===== src/rtl/exmple_win_accum.sv =====
// -----------------------------------------------------------------------------
// exmple_win_accum
//   Sums consecutive accepted samples into windows of WINDOW samples (or fewer
//   when in_last closes a window early) and queues each window result in a
//   2-entry in-order FIFO presented on a valid/ready interface.
//
// Ports
//   clock     : rising-edge clock
//   rst       : asynchronous active-high reset
//   in_data   : unsigned sample
//   in_valid  : in_data valid
//   in_last   : sample closes the current window (qualified by in_valid)
//   in_ready  : registered; a sample is accepted when in_valid & in_ready
//   out_sum   : window sum from the FIFO head register
//   out_count : samples in the window, 1..WINDOW
//   out_valid : FIFO head valid
//   out_ready : consumer accepts the head
//   win_total : number of popped results, modulo 2^16
// -----------------------------------------------------------------------------
module exmple_win_accum #(
    parameter  int DSIZE  = 8,
    parameter  int WINDOW = 4,
    localparam int OSIZE  = DSIZE + $clog2(WINDOW),
    localparam int CSIZE  = $clog2(WINDOW + 1)
) (
    input  logic             clock,
    input  logic             rst,
    input  logic [DSIZE-1:0] in_data,
    input  logic             in_valid,
    input  logic             in_last,
    output logic             in_ready,
    output logic [OSIZE-1:0] out_sum,
    output logic [CSIZE-1:0] out_count,
    output logic             out_valid,
    input  logic             out_ready,
    output logic [15:0]      win_total
);

    logic [OSIZE-1:0] acc_q, acc_d;
    logic [CSIZE-1:0] cnt_q, cnt_d;
    logic [OSIZE-1:0] head_sum_q, head_sum_d;
    logic [CSIZE-1:0] head_cnt_q, head_cnt_d;
    logic [OSIZE-1:0] tail_sum_q, tail_sum_d;
    logic [CSIZE-1:0] tail_cnt_q, tail_cnt_d;
    logic [1:0]       fcnt_q, fcnt_d;
    logic             in_ready_q, in_ready_d;
    logic [15:0]      win_total_q, win_total_d;

    logic             accept;
    logic             closing;
    logic             pop;
    logic [OSIZE-1:0] sum_inc;
    logic [CSIZE-1:0] cnt_inc;

    assign accept  = in_valid & in_ready_q;
    assign sum_inc = acc_q + OSIZE'(in_data);
    assign cnt_inc = cnt_q + CSIZE'(1);
    // in_last on the WINDOW-th sample is the same single close event
    assign closing = accept & ((cnt_inc == CSIZE'(WINDOW)) | in_last);
    assign pop     = (fcnt_q != 2'd0) & out_ready;

    always_comb begin
        acc_d       = acc_q;
        cnt_d       = cnt_q;
        head_sum_d  = head_sum_q;
        head_cnt_d  = head_cnt_q;
        tail_sum_d  = tail_sum_q;
        tail_cnt_d  = tail_cnt_q;
        fcnt_d      = fcnt_q;
        win_total_d = win_total_q;

        if (accept) begin
            if (closing) begin
                acc_d = '0;
                cnt_d = '0;
            end else begin
                acc_d = sum_inc;
                cnt_d = cnt_inc;
            end
        end

        // Head register always holds the oldest entry; when the FIFO drains
        // it simply keeps its last contents so the outputs never go X.
        case ({closing, pop})
            2'b10: begin
                if (fcnt_q == 2'd0) begin
                    head_sum_d = sum_inc;
                    head_cnt_d = cnt_inc;
                end else begin
                    tail_sum_d = sum_inc;
                    tail_cnt_d = cnt_inc;
                end
                fcnt_d = fcnt_q + 2'd1;
            end
            2'b01: begin
                if (fcnt_q == 2'd2) begin
                    head_sum_d = tail_sum_q;
                    head_cnt_d = tail_cnt_q;
                end
                fcnt_d = fcnt_q - 2'd1;
            end
            2'b11: begin
                if (fcnt_q == 2'd1) begin
                    head_sum_d = sum_inc;
                    head_cnt_d = cnt_inc;
                end else begin
                    head_sum_d = tail_sum_q;
                    head_cnt_d = tail_cnt_q;
                    tail_sum_d = sum_inc;
                    tail_cnt_d = cnt_inc;
                end
            end
            default: ;
        endcase

        if (pop) begin
            win_total_d = win_total_q + 16'd1;
        end

        // Registered from next-state occupancy so out_ready has no
        // combinational path to in_ready.
        in_ready_d = (fcnt_d != 2'd2);
    end

    always_ff @(posedge clock or posedge rst) begin
        if (rst) begin
            acc_q       <= '0;
            cnt_q       <= '0;
            head_sum_q  <= '0;
            head_cnt_q  <= '0;
            tail_sum_q  <= '0;
            tail_cnt_q  <= '0;
            fcnt_q      <= '0;
            in_ready_q  <= 1'b0;
            win_total_q <= '0;
        end else begin
            acc_q       <= acc_d;
            cnt_q       <= cnt_d;
            head_sum_q  <= head_sum_d;
            head_cnt_q  <= head_cnt_d;
            tail_sum_q  <= tail_sum_d;
            tail_cnt_q  <= tail_cnt_d;
            fcnt_q      <= fcnt_d;
            in_ready_q  <= in_ready_d;
            win_total_q <= win_total_d;
        end
    end

    assign in_ready  = in_ready_q;
    assign out_valid = (fcnt_q != 2'd0);
    assign out_sum   = head_sum_q;
    assign out_count = head_cnt_q;
    assign win_total = win_total_q;

endmodule


===== config.mk =====
export PLATFORM = sky130hd
export DESIGN_NAME = exmple_win_accum
export DESIGN_NICKNAME = d
export VERILOG_FILES = /design/src/rtl/exmple_win_accum.sv
export SDC_FILE = /design/constraint.sdc
export NUM_CORES = 1
export LEC_CHECK = 0
export CORE_ASPECT_RATIO = 0.6
export CORE_MARGIN = 2
export CORE_UTILIZATION = 54
export CTS_CLUSTER_DIAMETER = 40
export DETAILED_ROUTE_END_ITERATION = 16
export GPL_ROUTABILITY_DRIVEN = 0
export PLACE_DENSITY = 0.79
export REMOVE_ABC_BUFFERS = 1
export SLEW_MARGIN = 10
export SYNTH_ARGS = -nofsm -noshare
export SYNTH_HDL_FRONTEND = slang
export SYNTH_SLANG_ARGS = --single-unit

===== constraint.sdc =====
create_clock -name clock -period 2.7 [get_ports clock]
set_input_delay 0.675 -clock clock [delete_from_list [all_inputs] [get_ports clock]]
set_output_delay 0.675 -clock clock [all_outputs]
set_load 0.1 [all_outputs]

==> results.py <==
metrics = {
    "critical_path": {
        "cp-end-kind": "flip-flop",
        "worstPathArrival_ps": 2730,
        "path_common_cell": "ha_1",
        "cp_max_fo": 10,
        "path_delay_family": "adder cells",
        "required_ps": 2930,
        "cp_cell_sequence": "ha_1 -> ha_1 -> nor2_2 -> nor2_1 -> buf_4 -> ha_1 -> nor2b_1 -> o21a_4 -> buf_4 -> a221oi_2 -> nor2_1",
        "cp_slowest_stage_delay_ps": 430,
        "critPathLaunchType": "flip-flop",
        "crit_buf_inv": 2,
        "cpMaxStageDelayCell": "dfrtp_1",
        "setup.worst_path.class": "flip-flop to flip-flop",
    },
    "logic_synthesis": {
        "synth-edff-count": 0,
        "synthTopCellsByCount": "dfrtp_1, nand2_1, nor2_1",
        "yosys.area.top_type": "dfrtp_1",
        "synth_top_area_share": 0.470,
        "yosys.area_share.simple": 0.149,
        "syn_inst": 284,
        "synth_seq_cells": 58,
        "syn-cell-area_mm2": 0.00309,
        "synth_compound_area_frac": 0.167,
        "synth_xor_xnor_area_share": 0.0652,
        "ys_top_cells_by_area": "dfrtp_1, ha_1, xnor2_1",
        "synthAdderAreaFrac": 0.0794,
        "avgSynthCellArea_um2": 10.9,
        "synth_top_family_by_area": "compound AO/OA/AOI/OAI gates",
        "synth_cell_types": 52,
        "yosysSeqAreaShare": 0.470,
        "ys.flop_type": "dfrtp_1",
        "synthMuxAreaShare": 0.0352,
        "async_flop_share": 1.00,
        "yosys.cell_count.top_type": "dfrtp_1",
        "synth_warnings": 0,
    },
    "sta": {
        "setup_tns_ps": 0,
        "setup_ws_ps": 204,
        "slew_headroom": 0.702,
        "min_period_ps": 2500,
        "fin_crit_sh": 0.925,
        "skew_ps": 12.0,
        "rsz0062_at_grt": "no",
        "finalHoldViolCount": 0,
        "finalMaxSlewViolations": 0,
        "tightest_slew_ps": 444,
        "finalSetupViolations": 0,
        "fmax_mhz": 401,
    },
    "power": {
        "powerDensity_mw_per_mm2": 1380,
        "leakagePower_nw": 1.86,
        "ir_drop_mv": 1.28,
        "fin_total_pwr_mw": 5.50,
    },
    "cts": {
        "hold_buffers": 0,
        "cts_tree": "yes",
        "cts_inserted_buffers": 9,
        "path_clk_slew_ps": 70,
        "cts.path.max_buffers": 2,
        "clkLatencyLatePin_ps": 340,
        "clkSinkCount": 58,
        "post_cts_buffers": 0,
        "h-tree-depth": 3,
        "cts_root_buffer": "clkbuf_8",
    },
    "global_route": {
        "grt_max_degree": 59,
        "grt_pass1_wl_mm": 11.7,
        "antenna_found_initial": 0,
        "grt_pass1_vias": 2348,
        "globalRouteOverflowTotal": 0,
        "grt_use_total": 0.242,
    },
    "layout": {
        "nFillCells": 388,
        "fin_nets": 394,
        "area_delta_synth_final_pct": 28.7,
        "drive_gt1_frac": 0.308,
        "antenna_cells": 0,
    },
    "floorplan": {
        "die_y_um": 62.6,
        "die_w_um": 102,
        "core-area_mm2": 0.00554,
        "ios": 44,
        "start_util": 0.557,
        "fp.dieArea_mm2": 0.00636,
        "row_count": 21,
    },
    "placed_design": {
        "io_buffer_count": 43,
        "place_ws_ps": -154,
        "hpwl_mm": 5.24,
    },
    "route": {
        "avgViaCountPerCell": 5.37,
        "first_pass_iters": 4,
        "drcViolationCount": 0,
        "wl_per_cell_um": 15.6,
        "drt-initial-drc-count": 166,
        "route.antenna.remaining_nets": 0,
        "vias": 2402,
        "drt_wl_total_mm": 7.00,
    },
    "run": {
        "maxCapViolCount": 0,
    },
    "run_status": {
        "status": "completed",
    },
    "min_path": {
        "hold_path.class": "flip-flop to flip-flop",
    },
}
==> repair_timing <==
item | 4_1_cts | 5_1_grt
endpoints found under the hold margin | 0 | 0
endpoints found under the setup margin | 0 | 5
resized for setup | 0 | 3
==> worst register-to-register path, stage by stage, from the launching register on <==
cell,delay (ps)
dfrtp_1,430
ha_1,220
ha_1,210
nor2_2,160
nor2_1,90
buf_4,130
ha_1,200
nor2b_1,150
o21a_4,270
buf_4,160
a221oi_2,310
nor2_1,70
==> cells by family after synthesis <==
logic type	count (synthesis)
and+or+nand+nor	95
AOI/OAI and AO/OA	59
DFF	58
xor gates and xnor gates	23
buffers and inverters	20
adders and majority gates	19
muxes	10
==> worst paths after layout <==
| kind | end | slack (ps) | startpoint | depth (start not counted) |
|---|---|---|---|---|
| setup / recovery | out_sum[5] | 200 | cnt_q[0] | 11 |
| hold / removal | win_total[15] | 480 | win_total[15] | 1 |
| setup reg to reg | out_sum[5] | 200 | cnt_q[0] | 11 |
| hold reg to reg | win_total[15] | 480 | win_total[15] | 1 |
| max in group asynchronous | acc_q[2] | 1730 | rst | 3 |
| min in group asynchronous | win_total[15] | 720 | rst | 3 |
==> state kept, by name (all words and copies together), names as in the netlist, 2 cells and up <==
| name | count |
|---|---|
| win_total | 16 |
| out_count | 3 |
| out_sum | 10 |
| acc_q | 10 |
| cnt_q | 3 |
| fcnt_q | 2 |
| tail_sum_q | 10 |
| tail_cnt_q | 3 |
==> power breakdown <==
group / leakage [nW] / internal (mW) / switching, mW / total [mW]
Sequential: 0.734 / 1.20 / 0.278 / 1.48
Clock: 0.0944 / 0.405 / 0.350 / 0.755
Combinational: 1.04 / 1.08 / 2.18 / 3.26
Total: 1.86 / 2.69 / 2.81 / 5.50
==> cells in the final DEF, fill, tap and decap left out, drive strengths merged, types with 3 or more instances in the layout <==
cell and n:
nand4 4, clkbuf 12, a22o 7, and3 4, mux2 7, nand3 11, dfrtp 58, clkdlybuf4s50 12
a21oi 10, mux2i 3, a211oi 4, xor2 8, nand2 33, o21ai 18, xnor2 15, a221oi 8
ha 18, nor2 28, inv 11, nor3 4, buf 64, nor2b 4, nand2b 3
==> layout make-up <==
class | instances | area [µm²] | share of cell area
multi-input cells | 206 | 1540 | 0.388
flip-flops and latches | 58 | 1450 | 0.365
repair buffers | 76 | 651 | 0.164
clock buffers | 12 | 165 | 0.0415
well taps | 80 | 100 | 0.0252
inverters | 11 | 43.8 | 0.0110
clock inverters | 4 | 25.0 | 0.00629
==> routing by layer <==
layer  up-vias  wire length (µm)  GRT usage
li1       1160                 -          -
met1      1176              3460      0.364
met2        61              3080      0.352
met3         5               417     0.0682
met4         0                31     0.0473
met5         -                 0          0
==> per-stage QoR <==
step,std cells,util,hold slack [ps],instance area (µm²)
after global routing,447,0.717,504,3980
after detailed placement,431,0.681,474,3780
final,447,0.717,479,3980
after global placement,431,0.681,466,3780
after CTS,447,0.716,483,3970
after floorplan,275,-,450,3030
Power figures use the tool's default switching activity.
